==> config.mk <==
export PLATFORM = sky130hd
export DESIGN_NAME = branch_redirect_ctrl
export DESIGN_NICKNAME = d
export VERILOG_FILES = /design/src/rtl/branch_pkg.sv /design/src/rtl/bht_2bit.sv /design/src/rtl/branch_redirect_ctrl.sv
export SDC_FILE = /design/constraint.sdc
export NUM_CORES = 1
export LEC_CHECK = 0
export CAP_MARGIN = 20
export CORE_UTILIZATION = 30
export CTS_CLUSTER_DIAMETER = 50
export DETAILED_ROUTE_END_ITERATION = 6
export SLEW_MARGIN = 15
export SYNTH_ARGS = -nofsm -noshare
export SYNTH_HDL_FRONTEND = slang
export SYNTH_SLANG_ARGS = --single-unit
==> constraint.sdc <==
create_clock -name clk -period 6.5 [get_ports clk]
set_clock_uncertainty 0.05 [all_clocks]
set_input_delay 1.3 -clock clk [delete_from_list [all_inputs] [get_ports clk]]
set_output_delay 1.3 -clock clk [all_outputs]
set_load 0.03 [all_outputs]
==> src/rtl/branch_pkg.sv <==
// Shared types and constants for branch resolution and the bimodal history table.
// Latency: none (declarations and a pure function only).
// Backpressure: not applicable.
package branch_pkg;

    // Redirect sequencer states
    typedef enum logic [0:0] {
        ST_IDLE  = 1'b0,
        ST_FLUSH = 1'b1
    } state_e;

    // 2-bit saturating counter encodings
    localparam logic [1:0] SNT = 2'b00;  // strongly not-taken
    localparam logic [1:0] WNT = 2'b01;  // weakly not-taken
    localparam logic [1:0] WT  = 2'b10;  // weakly taken
    localparam logic [1:0] ST  = 2'b11;  // strongly taken

    localparam logic [1:0]  BHT_INIT = WNT;
    localparam logic [31:0] PC_STEP  = 32'd4;

    // Saturating counter step: taken moves toward ST, not-taken toward SNT
    function automatic logic [1:0] ctr_update(input logic [1:0] ctr, input logic taken);
        logic [1:0] nxt;
        nxt = ctr;
        if (taken) begin
            if (ctr != ST) nxt = ctr + 2'd1;
        end else begin
            if (ctr != SNT) nxt = ctr - 2'd1;
        end
        return nxt;
    endfunction

endpackage

==> src/rtl/bht_2bit.sv <==
// Bimodal history table of 2-bit saturating counters; MSB is the taken prediction.
// Latency: read is combinational; update lands on the next rising edge (read shows pre-update value).
// Backpressure: none; caller gates upd_en_i.
module bht_2bit
    import branch_pkg::*;
#(
    parameter int BHT_ENTRIES = 64,
    parameter int IDX_W       = $clog2(BHT_ENTRIES)
) (
    input  logic             clk,
    input  logic             rst_n,
    input  logic [IDX_W-1:0] rd_idx_i,
    output logic             rd_taken_o,
    input  logic             upd_en_i,
    input  logic [IDX_W-1:0] upd_idx_i,
    input  logic             upd_taken_i
);

    logic [1:0] ctr_q [BHT_ENTRIES];

    // Counter array: reset to weakly not-taken, saturating train on update
    always_ff @(posedge clk or negedge rst_n) begin
        if (!rst_n) begin
            for (int i = 0; i < BHT_ENTRIES; i++) begin
                ctr_q[i] <= BHT_INIT;
            end
        end else if (upd_en_i) begin
            ctr_q[upd_idx_i] <= ctr_update(ctr_q[upd_idx_i], upd_taken_i);
        end
    end

    assign rd_taken_o = ctr_q[rd_idx_i][1];

endmodule

==> src/rtl/branch_redirect_ctrl.sv <==
// Resolves EX-stage branches/jal against their prediction, trains the BHT, issues PC redirect and flush.
// Latency: mispredict in EX at cycle N -> redirect pulse and flushes visible at cycle N+1.
// Backpressure: stall_in freezes resolution and holds the flush countdown; wrong-path EX ignored while flushing.
module branch_redirect_ctrl
    import branch_pkg::*;
#(
    parameter int BHT_ENTRIES  = 64,
    parameter int FLUSH_CYCLES = 2,
    parameter int CNT_W        = 16
) (
    input  logic             clk,
    input  logic             rst_n,
    input  logic             stall_in,
    input  logic [31:0]      if_pc,
    output logic             if_pred_taken,
    input  logic             ex_valid,
    input  logic             ex_is_branch,
    input  logic             ex_is_jal,
    input  logic             ex_taken,
    input  logic             ex_pred_taken,
    input  logic [31:0]      ex_pc,
    input  logic [31:0]      ex_target,
    output logic             redirect_valid,
    output logic [31:0]      redirect_pc,
    output logic             flush_ifid,
    output logic             flush_idex,
    output logic [CNT_W-1:0] mispredict_cnt
);

    localparam int IDX_W  = $clog2(BHT_ENTRIES);
    // Countdown needs at least one bit even when a single flush cycle is configured
    localparam int FCNT_W = (FLUSH_CYCLES > 1) ? $clog2(FLUSH_CYCLES) : 1;
    localparam logic [FCNT_W-1:0] FCNT_INIT = FCNT_W'(FLUSH_CYCLES - 1);

    state_e            state_q;
    logic [FCNT_W-1:0] fcnt_q;
    logic              redirect_valid_q;
    logic [31:0]       redirect_pc_q;
    logic              flush_q;
    logic [CNT_W-1:0]  mispredict_cnt_q;

    logic              resolve;
    logic              actual;
    logic              mispredict;
    logic              train_en;
    logic [31:0]       correct_pc;

    logic [IDX_W-1:0]  if_idx;
    logic [IDX_W-1:0]  ex_idx;
    logic              unused_if_pc_bits;

    assign if_idx = if_pc[IDX_W+1:2];
    assign ex_idx = ex_pc[IDX_W+1:2];
    // Only the word-aligned index bits of the fetch PC address the table
    assign unused_if_pc_bits = ^{if_pc[31:IDX_W+2], if_pc[1:0]};

    // Resolution decode: only real, unstalled control transfers while not squashing wrong-path work
    always_comb begin
        resolve    = 1'b0;
        actual     = 1'b0;
        mispredict = 1'b0;
        train_en   = 1'b0;
        correct_pc = 32'd0;
        resolve    = ex_valid & ~stall_in & (ex_is_branch | ex_is_jal) & (state_q == ST_IDLE);
        // jal wins when both flags are set: always taken and never trains
        actual     = ex_is_jal | ex_taken;
        mispredict = resolve & (actual != ex_pred_taken);
        train_en   = resolve & ex_is_branch & ~ex_is_jal;
        correct_pc = actual ? ex_target : (ex_pc + PC_STEP);
    end

    bht_2bit #(
        .BHT_ENTRIES (BHT_ENTRIES),
        .IDX_W       (IDX_W)
    ) u_bht (
        .clk         (clk),
        .rst_n       (rst_n),
        .rd_idx_i    (if_idx),
        .rd_taken_o  (if_pred_taken),
        .upd_en_i    (train_en),
        .upd_idx_i   (ex_idx),
        .upd_taken_i (ex_taken)
    );

    // Redirect sequencer: one-cycle redirect pulse, flush held for FLUSH_CYCLES advancing cycles
    always_ff @(posedge clk or negedge rst_n) begin
        if (!rst_n) begin
            state_q          <= ST_IDLE;
            fcnt_q           <= '0;
            redirect_valid_q <= 1'b0;
            redirect_pc_q    <= 32'd0;
            flush_q          <= 1'b0;
            mispredict_cnt_q <= '0;
        end else begin
            case (state_q)
                ST_IDLE: begin
                    if (mispredict) begin
                        state_q          <= ST_FLUSH;
                        redirect_valid_q <= 1'b1;
                        redirect_pc_q    <= correct_pc;
                        flush_q          <= 1'b1;
                        fcnt_q           <= FCNT_INIT;
                        mispredict_cnt_q <= mispredict_cnt_q + 1'b1;
                    end else begin
                        redirect_valid_q <= 1'b0;
                        flush_q          <= 1'b0;
                    end
                end
                ST_FLUSH: begin
                    redirect_valid_q <= 1'b0;
                    if (!stall_in) begin
                        if (fcnt_q == '0) begin
                            state_q <= ST_IDLE;
                            flush_q <= 1'b0;
                        end else begin
                            fcnt_q <= fcnt_q - 1'b1;
                        end
                    end
                end
                default: begin
                    state_q <= ST_IDLE;
                end
            endcase
        end
    end

    assign redirect_valid = redirect_valid_q;
    assign redirect_pc    = redirect_pc_q;
    assign flush_ifid     = flush_q;
    assign flush_idex     = flush_q;
    assign mispredict_cnt = mispredict_cnt_q;

endmodule

==> impl_metrics.tcl <==
set metrics [dict create \
    stdcell_count 1513 \
    endpoint "if_pred_taken" \
    grt_pass1_vias 7641 \
    ioPinCount 156 \
    arrival_ns 4.33 \
    fin_setup_tns_ns 0 \
    cp-startpoint "if_pc[2]" \
    syn_inst 992 \
    grt_overflow_total 0 \
    cp-end-kind "output port" \
    max_freq_mhz 176 \
    synth-edff-count 0 \
    status "finished clean" \
    r2r_slack_ns 3.14 \
    tightestPinTransition_ns 1.17 \
    worstReg2RegEnd "u_bht.ctr_q[43]" \
    yosysUniqueCellTypes 63 \
    cts.sinks 180 \
    critPathKind "in2out" \
    min_period_ns 5.68 \
    grt_pass1_wl_um 44400 \
    cts-buffers-inserted 17 \
    synth_seq_area_share_pct 47.2 \
    critical_path_required_ns 5.15 \
    path_clk_slew_ns 0.07 \
    antenna_cells 0 \
    cts-root-buf "clkbuf_16" \
    fin_nets 1204 \
    avgRoutedWirePerCell_um 18.6 \
    track_usage_pct 17.4 \
    syn-num-nets 1098 \
    row_count 65 \
    yosysMostFrequentCell "nand2_1" \
    avgSynthCellArea_um2 9.80 \
    synth_commonest_cells "265 x nand2_1, 116 x dfrtp_1, 104 x o21ai_0, 64 x dfstp_2, 62 x o31ai_1" \
    total_power_mw 3.13 \
    start_util_pct 30.7 \
    via_per_inst 5.23 \
    ir_drop_mv 0.183 \
    postCtsSetupRepairBufs 0 \
    worstReg2RegStart "u_bht.ctr_q[108]" \
    period_share_pct 87.4 \
    cap_violations 0 \
    finalWeightedCongestion 0.829 \
    p_leak_nw 4.66 \
    dp_hpwl_um 19100 \
    synth.area.top_cells "dfrtp_1 30%, dfstp_2 17%, nand2_1 10%, mux4_2 6.0%, o21ai_0 5.4%" \
    die-width_um 182 \
    die-area_mm2 0.0331 \
    critPathMaxFanout 16 \
    slew_headroom_pct 22.0 \
    cts_tree "done" \
    cts_buffer_depth 2 \
    dr_total_vias 7907 \
    rsz0062_at_grt "false" \
    async_reset_ff_share_pct 100 \
    cts_resized 0 \
    hold_viol_final 0 \
    fin_util_pct 38.0 \
    drtPass1Iterations 5 \
    drive_gt1_share_pct 15.0 \
    postRouteAntennaNets 0 \
    syn_to_final_growth_pct 24.1 \
    io_buffers 129 \
    drc_errors 0 \
    hold_class "reg2reg" \
    insertion_delay_ns 0.44 \
    pre_cts_slack_ns 0.813 \
    synth_top_area_share_pct 29.9 \
    ys_ff_latch 180 \
    drtIter0Drc 688 \
    finalSetupViolCount 0 \
    synthesis.area_mm2 0.00972 \
    yosysWarnings 0 \
    fp.coreArea_mm2 0.0317 \
    die_y_um 182 \
    powerDensity_mw_per_mm2 259 \
    grt_max_degree 110 \
    htree_levels 4 \
    r2r_cells 8 \
    wl_um 28200 \
    synth-main-ff-cell "dfrtp_1" \
    yosys.area.top_type "dfrtp_1" \
    ctsHoldBuffers 0 \
    setup.worst_path.start_class "input port" \
    setup_slack_ns 0.817 \
    slew_viol_final 0 \
    antenna_found_initial 0 \
    dp_cells 1479 \
]
==> final cells by class <==
cell class	count	area (um2)
fillers	3162	19700
repair buffers	150	1510
multi-input cells	736	4820
inverters	13	48.8
clock inverters	13	156
flip-flops and latches	180	4580
well taps	402	503
clock buffers	19	453
==> through the flow <==
step                hold slack (ns)  instance area (um2)
finish                        0.427                12100
global route                  0.443                12100
CTS                           0.432                12000
detailed placement            0.419                11400
global placement              0.411                11400
floorplan                     0.405                 9720
==> sequential cells by signal (all words and copies together), names as in the netlist <==
name / count
flush_idex: 1
mispredict_cnt: 16
redirect_valid: 1
redirect_pc: 32
u_bht.ctr_q: 128
fcnt_q: 1
state_q: 1
==> layer usage <==
| metal | global-route usage, % | part of all wire [%] | wire length (um) | vias to the layer above |
|---|---|---|---|---|
| met2 | 27.2 | 45 | 12800 | 258 |
| met1 | 24.8 | 47 | 13300 | 3860 |
| met4 | 3.39 | 0.72 | 202 | 0 |
| li1 | - | - | - | 3771 |
| met5 | 0 | 0 | 0 | - |
| met3 | 3.57 | 6.7 | 1880 | 18 |
==> report_power, final <==
| part | total, mW | switching, mW | internal, mW |
|---|---|---|---|
| sequential | 1.30 | 0.0652 | 1.24 |
| combinational | 0.715 | 0.426 | 0.288 |
| clock | 1.11 | 0.509 | 0.602 |
| total | 3.13 | 1.00 | 2.13 |
==> worst max-delay path, stage by stage <==
cell and delay (ns):
clkdlybuf4s50_1 0.45, buf_4 0.33, mux4_2 0.58, mux4_2 0.51, mux4_2 0.53, clkdlybuf4s50_1 0.62
==> worst min path at each step <==
stage / startpoint / end / slack (ns) / cells past startpoint
CTS: u_bht.ctr_q[60] / u_bht.ctr_q[60] / 0.43 / 2
detailed placement: redirect_pc[27] / redirect_pc[27] / 0.42 / 2
finish: u_bht.ctr_q[18] / u_bht.ctr_q[18] / 0.43 / 2
global route: u_bht.ctr_q[18] / u_bht.ctr_q[18] / 0.44 / 2
global placement: redirect_pc[7] / redirect_pc[7] / 0.41 / 2
floorplan: u_bht.ctr_q[88] / u_bht.ctr_q[88] / 0.40 / 2
==> placed cells by master, fill, tap and decap left out, types with 12 or more instances in the layout <==
master and instances:
o21ai_0 104, clkbuf_16 17, dfstp_2 64, clkdlybuf4s50_1 126, dfrtp_1 116, nand2_1 265, buf_4 17, a21oi_1 23
xnor2_1 31, o31ai_1 61, mux2i_1 30, nand3_1 17, nor2_1 31, and3_1 13, mux4_2 26, inv_1 12
==> logic make-up (layout without fill, tap and decap cells) <==
family	count (synthesis)	in the layout	share of synthesized area, %
adder cells (fa/ha/maj)	2	2	0.257
multiplexers	71	71	12.2
XOR/XNOR	42	42	3.78
flip-flops	180	180	47.2
AO/OA/AOI/OAI	235	235	15.5
buffers and inverters	76	195	3.80
AND/OR/NAND/NOR	386	386	17.3
Note: power is estimated with default switching activity, not from simulation.
